<file path="config.mk">
export PLATFORM = sky130hd
export DESIGN_NAME = mem_port_arbiter
export DESIGN_NICKNAME = d
export VERILOG_FILES = /design/src/rtl/mem_arb_pkg.sv /design/src/rtl/mem_arb_rdata_hold.sv /design/src/rtl/mem_port_arbiter.sv
export SDC_FILE = /design/constraint.sdc
export NUM_CORES = 1
export LEC_CHECK = 0
export CAP_MARGIN = 20
export CORE_AREA = 8 8 114 116
export CTS_CLUSTER_DIAMETER = 50
export DETAILED_ROUTE_END_ITERATION = 12
export DIE_AREA = 0 0 122 124
export PLACE_DENSITY = 0.76
export RECOVER_POWER = 50
export SETUP_SLACK_MARGIN = 0.05
export SLEW_MARGIN = 20
export SYNTH_ARGS = -nofsm -noshare
export SYNTH_HDL_FRONTEND = slang
export SYNTH_SLANG_ARGS = --single-unit
export TNS_END_PERCENT = 50
</file>
<file path="constraint.sdc">
create_clock -name clk -period 4.35 [get_ports clk]
set_clock_uncertainty 0.05 [all_clocks]
set_input_delay 0.87 -clock clk [delete_from_list [all_inputs] [get_ports clk]]
set_output_delay 0.87 -clock clk [all_outputs]
set_load 0.005 [all_outputs]
</file>
<file path="src/rtl/mem_arb_pkg.sv">
// mem_arb_pkg: shared types and defaults for the memory port arbiter.
// Holds the FSM state encoding, the port-select encoding, the default
// starvation limit and burst length, and a counter-width helper.
package mem_arb_pkg;

    localparam int DATA_W = 32;
    localparam int BE_W   = DATA_W / 8;

    localparam int STARVE_LIMIT_DEFAULT  = 8;
    localparam int DMA_BURST_MAX_DEFAULT = 4;

    typedef enum logic {
        CPU_OWN   = 1'b0,
        DMA_FORCE = 1'b1
    } arb_state_t;

    typedef enum logic {
        SEL_CPU = 1'b0,
        SEL_DMA = 1'b1
    } port_sel_t;

    // Bits needed to hold the values 0..limit inclusive.
    function automatic int cnt_width(input int limit);
        return (limit < 2) ? 1 : $clog2(limit + 1);
    endfunction

endpackage

</file>
<file path="src/rtl/mem_arb_rdata_hold.sv">
// mem_arb_rdata_hold: keeps CPU load data stable while the CPU is frozen.
// The memory output is forwarded in the cycle after a CPU read and copied
// into a hold register, which drives the CPU afterwards.
module mem_arb_rdata_hold
    import mem_arb_pkg::*;
(
    input  logic              clk,
    input  logic              rst,
    input  logic              en_in,
    input  logic              rd_issue,
    input  logic [DATA_W-1:0] mem_read_data,
    output logic [DATA_W-1:0] cpu_mem_read_data
);

    logic              cpu_rd_q;
    logic [DATA_W-1:0] hold_data;

    // Flag returning CPU read data and capture it for later stall cycles
    always_ff @(posedge clk) begin
        if (!rst) begin
            cpu_rd_q  <= 1'b0;
            hold_data <= '0;
        end else if (en_in) begin
            cpu_rd_q <= rd_issue;
            if (cpu_rd_q) begin
                hold_data <= mem_read_data;
            end
        end
    end

    assign cpu_mem_read_data = cpu_rd_q ? mem_read_data : hold_data;

endmodule

</file>
<file path="src/rtl/mem_port_arbiter.sv">
// mem_port_arbiter: shares one single-port data memory between the CPU and
// a DMA engine. DMA beats are granted in CPU-idle cycles at no CPU cost.
// Build macro MEM_ARB_STARVE_EN adds a starve counter that forces a DMA
// burst (CPU frozen) after STARVE_LIMIT refused cycles; without it the CPU
// has strict priority and DMA is served only opportunistically.
module mem_port_arbiter
    import mem_arb_pkg::*;
#(
    parameter int STARVE_LIMIT  = STARVE_LIMIT_DEFAULT,
    parameter int DMA_BURST_MAX = DMA_BURST_MAX_DEFAULT
) (
    input  logic              clk,
    input  logic              rst,
    input  logic              en_in,
    output logic              cpu_en,
    input  logic [BE_W-1:0]   cpu_mem_write_en,
    input  logic              cpu_mem_read_en,
    input  logic [DATA_W-1:0] cpu_mem_addr,
    input  logic [DATA_W-1:0] cpu_mem_write_data,
    output logic [DATA_W-1:0] cpu_mem_read_data,
    input  logic              dma_req,
    input  logic [BE_W-1:0]   dma_we,
    input  logic [DATA_W-1:0] dma_addr,
    input  logic [DATA_W-1:0] dma_wdata,
    output logic              dma_gnt,
    output logic [DATA_W-1:0] dma_rdata,
    output logic              dma_rvalid,
    output logic [BE_W-1:0]   mem_write_en,
    output logic              mem_read_en,
    output logic [DATA_W-1:0] mem_addr,
    output logic [DATA_W-1:0] mem_write_data,
    input  logic [DATA_W-1:0] mem_read_data
);

    localparam int BW = cnt_width(DMA_BURST_MAX);

    if (STARVE_LIMIT < 1 || DMA_BURST_MAX < 1) begin : g_param_check
        $error("mem_port_arbiter: STARVE_LIMIT and DMA_BURST_MAX must be >= 1");
    end

    arb_state_t    state;
    port_sel_t     sel;
    logic [BW-1:0] beat_cnt;
    logic          dma_rd_q;
    logic          live;
    logic          cpu_idle;
    logic          grant;
    logic          cpu_go;
    logic          force_req;

    function automatic logic [BW-1:0] beat_inc(input logic [BW-1:0] v);
        return (v >= BW'(DMA_BURST_MAX)) ? v : v + BW'(1);
    endfunction

    // rst is active-low: the block is live only out of reset and enabled
    assign live     = rst & en_in;
    assign cpu_idle = !cpu_mem_read_en && (cpu_mem_write_en == '0);

    // Port ownership and grant decision for the current cycle
    always_comb begin
        sel    = SEL_CPU;
        grant  = 1'b0;
        cpu_go = 1'b0;
        case (state)
            CPU_OWN: begin
                cpu_go = live;
                if (dma_req && cpu_idle) begin
                    sel   = SEL_DMA;
                    grant = live;
                end
            end
            DMA_FORCE: begin
                sel   = SEL_DMA;
                grant = live & dma_req;
            end
            default: begin
                sel = SEL_CPU;
            end
        endcase
    end

`ifdef MEM_ARB_STARVE_EN
    localparam int SW = cnt_width(STARVE_LIMIT);

    logic [SW-1:0] starve_cnt;
    logic [SW-1:0] starve_nxt;

    function automatic logic [SW-1:0] starve_inc(input logic [SW-1:0] v);
        return (v >= SW'(STARVE_LIMIT)) ? v : v + SW'(1);
    endfunction

    // Next starve count: refused cycles accumulate, any grant or idle DMA clears
    always_comb begin
        starve_nxt = '0;
        if (dma_req && !grant) begin
            starve_nxt = starve_inc(starve_cnt);
        end
    end

    assign force_req = (starve_nxt >= SW'(STARVE_LIMIT));

    // Track how long a pending DMA beat has been refused
    always_ff @(posedge clk) begin
        if (!rst) begin
            starve_cnt <= '0;
        end else if (en_in) begin
            starve_cnt <= starve_nxt;
        end
    end
`else
    assign force_req = 1'b0;
`endif

    // Ownership FSM, burst beat counter and DMA read-return flag
    always_ff @(posedge clk) begin
        if (!rst) begin
            state    <= CPU_OWN;
            beat_cnt <= '0;
            dma_rd_q <= 1'b0;
        end else if (en_in) begin
            dma_rd_q <= grant && (dma_we == '0);
            case (state)
                CPU_OWN: begin
                    beat_cnt <= '0;
                    if (force_req) begin
                        state <= DMA_FORCE;
                    end
                end
                DMA_FORCE: begin
                    if (!dma_req || (grant && beat_cnt == BW'(DMA_BURST_MAX - 1))) begin
                        state    <= CPU_OWN;
                        beat_cnt <= '0;
                    end else if (grant) begin
                        beat_cnt <= beat_inc(beat_cnt);
                    end
                end
                default: begin
                    state    <= CPU_OWN;
                    beat_cnt <= '0;
                end
            endcase
        end
    end

    assign cpu_en     = cpu_go;
    assign dma_gnt    = grant;
    assign dma_rdata  = mem_read_data;
    assign dma_rvalid = dma_rd_q & live;

    assign mem_addr       = (sel == SEL_DMA) ? dma_addr  : cpu_mem_addr;
    assign mem_write_data = (sel == SEL_DMA) ? dma_wdata : cpu_mem_write_data;
    assign mem_write_en   = (sel == SEL_DMA) ? (grant ? dma_we : '0)
                                             : (cpu_go ? cpu_mem_write_en : '0);
    assign mem_read_en    = (sel == SEL_DMA) ? (grant && (dma_we == '0))
                                             : (cpu_go && cpu_mem_read_en);

    mem_arb_rdata_hold u_rdata_hold (
        .clk               (clk),
        .rst               (rst),
        .en_in             (en_in),
        .rd_issue          (cpu_go && cpu_mem_read_en),
        .mem_read_data     (mem_read_data),
        .cpu_mem_read_data (cpu_mem_read_data)
    );

endmodule

</file>
==> metrics.csv <==
stage;metric;value;unit
route;wl;16400;um
placement;place_hpwl;13900;um
cts;cts_tree;done;
worst_setup_path;worst_setup_path_start_kind;input port;
sta;setup_tns;0;ns
synthesis;synth_seq_area_share;0.238;
sta;hold_viol_final;0;
synthesis;ys.flop_type;dfxtp_1;
global_route;grtUsageMet2;0.349;
route;num_vias;3559;
worst_setup_path;crit_path_max_fanout;23;
run;max_cap_viol_count;1;
placement;gp_congestion;1.02;
sta;period_minus_slack;3.90;ns
worst_setup_path;worst_ep_arrival_time;2.98;ns
cells_and_area;final_area;6300;um2
synthesis;async_reset_ff_frac;0;
worst_setup_path;r2r_start;beat_cnt[0];
worst_setup_path;reg2regPathDepth;5;
cells_and_area;drive_gt1_frac;0.189;
global_route;grt-busiest-layer;met2;
worst_hold_path;worst_hold_startpoint;u_rdata_hold.hold_data[19];
global_route;grt.met1_usage;0.220;
cts;cts_made_buffers;5;
cts;clock_sinks;38;
route;routedWlPerCell;21.8;um
worst_setup_path;r2r_slack;2.83;ns
global_route;grt.total_usage;0.203;
sta;fmaxAchievable;0.256;GHz
cells_and_area;antenna_cells;0;
synthesis;syn_area_per_cell;9.42;um2
placement;dp_cells;745;
synthesis;yosys.area.top_type;mux2_4;
route;via_per_inst;4.73;
sta;slew_headroom;-0.0287;
cts;cts_buffer_depth;2;
cts;h-tree-depth;2;
global_route;grt_pass1_wl;23400;um
synthesis;yosysTopAreaCellShare;0.281;
global_route;grt_max_degree;40;
cts;cts_hold_buf;0;
worst_setup_path;endpoint_kind;output port;
synthesis;synth_seq_cells;38;
placement;port_buffers;308;
worst_setup_path;required;3.43;ns
global_route;use_met3;0.0898;
worst_setup_path;crit-reg2reg-capture;beat_cnt[2];
synthesis;synth_cells;340;
cells_and_area;final_util;0.564;
synthesis;synth_edf_count;0;
synthesis;synth_cell_types;31;
cts;clk_pin_slew;0.05;ns
global_route;globalRouteOverflowTotal;0;
floorplanning;initial_core_util;0.287;
sta;setup_viol;0;
cells_and_area;synthToLayoutAreaGrowth;96.7;%
synthesis;ys_top_cells_by_area;mux2_4 28%, dfxtp_1 24%, mux2_2 13%;
status;outcome;finished, violations left;
worst_hold_path;hold_path_class;flop to flop;
placement;place_area;6160;um2
cts;cts_setup_buffers;0;
power_and_ir_drop;p_total;1.24;mW
cts;clock-root-buffer;clkbuf_16;
route;initialDrtViolationCount;176;
floorplanning;ios;309;
route;route.detailed.drc;0;
power_and_ir_drop;p_leak;2.68;nW
floorplanning;die_w;122;um
sta;post-route-period-util;0.897;
floorplanning;die_area;15100;um2
cts;clock_latency;0.27;ns
route;drtPass1Iterations;4;
worst_setup_path;path_class;input port to output port;
route;ant_nets;0;
synthesis;syn-num-nets;515;
global_route;grt_pass1_vias;3743;
cts;cts.repair.resized;0;
global_route;grt_antenna_before_repair;2;
cells_and_area;fin_nets;784;
worst_hold_path;min_to;u_rdata_hold.hold_data[19];
sta;rsz0062_at_grt;no;
floorplanning;std_cell_rows;39;
sta;maxSlewViolCount;36;
floorplanning;die_h;124;um
synthesis;ys_warn_count;0;
synthesis;synth_area;3200;um2
sta;tightest_slew;1.54;ns
status;violations;max-capacitance violations, max-slew violations;
worst_hold_path;min_path_cells;2;
power_and_ir_drop;ir_worst_vdd;0.156;mV
floorplanning;coreArea;11200;um2
power_and_ir_drop;pwr_density_cell;197;nW/um2
cells_and_area;final_cell_count_no_fill;753;
## cells in the mapped netlist (3+ instances only)
library cell	count
nor2_1	72
mux2_4	60
dfxtp_1	38
mux2_2	36
buf_4	33
nor3_1	32
clkbuf_1	13
a221oi_1	6
buf_6	6
nor2b_1	6
nand2_1	5
o21ai_0	5
buf_2	3
nand4_1	3
## critical path, stage by stage
cell and delay, ns:
clkdlybuf4s50_1 0.47, nor4b_4 0.38, a21oi_4 0.13, buf_4 0.31, mux2_4 0.34, clkdlybuf4s50_1 0.47
## placed cells by master, fill, tap and decap left out, types with 2 or more instances in the layout
cell type / netlist / final
clkdlybuf4s50_1: 0 / 257
nor2_1: 72 / 72
mux2_4: 60 / 60
dlygate4sd3_1: 0 / 51
dfxtp_1: 38 / 38
mux2_2: 36 / 36
nor3_1: 32 / 32
buf_4: 33 / 9
nor2b_1: 6 / 6
a221oi_1: 6 / 6
nand2_1: 5 / 5
o21ai_0: 5 / 5
clkbuf_16: 0 / 5
nand4_1: 3 / 3
clkinv_1: 2 / 2
nand2b_1: 2 / 2
o22ai_1: 2 / 2
nand3_1: 2 / 2
ha_1: 2 / 2
clkbuf_1: 13 / 2
## how the worst max path moves through the flow
stage / startpoint / endpoint / cells after the start
finish: cpu_mem_write_en[0] / mem_write_data[22] / 6
global route: cpu_mem_read_en / mem_addr[30] / 6
CTS: cpu_mem_read_en / mem_addr[30] / 6
detailed placement: cpu_mem_write_en[0] / mem_addr[12] / 6
global placement: cpu_mem_write_en[0] / mem_write_data[0] / 6
floorplan: dma_req / mem_addr[10] / 5
## final cells by class
type | instances | area, um2
Clock buffer | 7 | 143
Multi-Input combinational cell | 243 | 2050
Sequential cell | 38 | 761
Clock inverter | 1 | 5.00
Tap cell | 143 | 179
Inverter | 3 | 11.3
Timing Repair Buffer | 318 | 3150
Fill cell | 992 | 4870
## routing by layer
metal  share of wire  up-vias
li1                -     1684
met1            0.37     1646
met2            0.49      198
met3            0.12       27
met4           0.024        4
met5          0.0015        -
## flip-flops by register name, indices dropped and copies added (netlist names)
name,count
u_rdata_hold.hold_data,32
beat_cnt,3
dma_rd_q,1
state,1
u_rdata_hold.cpu_rd_q,1
## logic make-up (layout without fill, tap and decap cells)
group / Yosys count / after routing / share of synthesized area
flops: 38 / 38 / 0.238
buf+inv: 59 / 329 / 0.123
fa+ha+maj: 2 / 2 / 0.00781
mux: 97 / 97 / 0.411
compound gates: 17 / 17 / 0.0406
simple gates: 127 / 127 / 0.180
## report_power, final
part           internal, mW  switching [mW]  leakage [nW]
Clock                 0.227           0.129        0.0739
Combinational         0.346           0.161          2.30
Sequential            0.370          0.0102         0.313
Total                 0.942           0.301          2.68
## metrics by stage
step | setup slack (ns) | hold slack (ns)
6_report | 0.448 | 0.425
5_1_grt | 0.390 | 0.445
4_1_cts | 0.443 | 0.429
3_5_place_dp | 0.453 | 0.422
3_3_place_gp | 0.486 | 0.411
2_1_floorplan | 1.37 | 0.400
(Power assumes the default switching activity.)
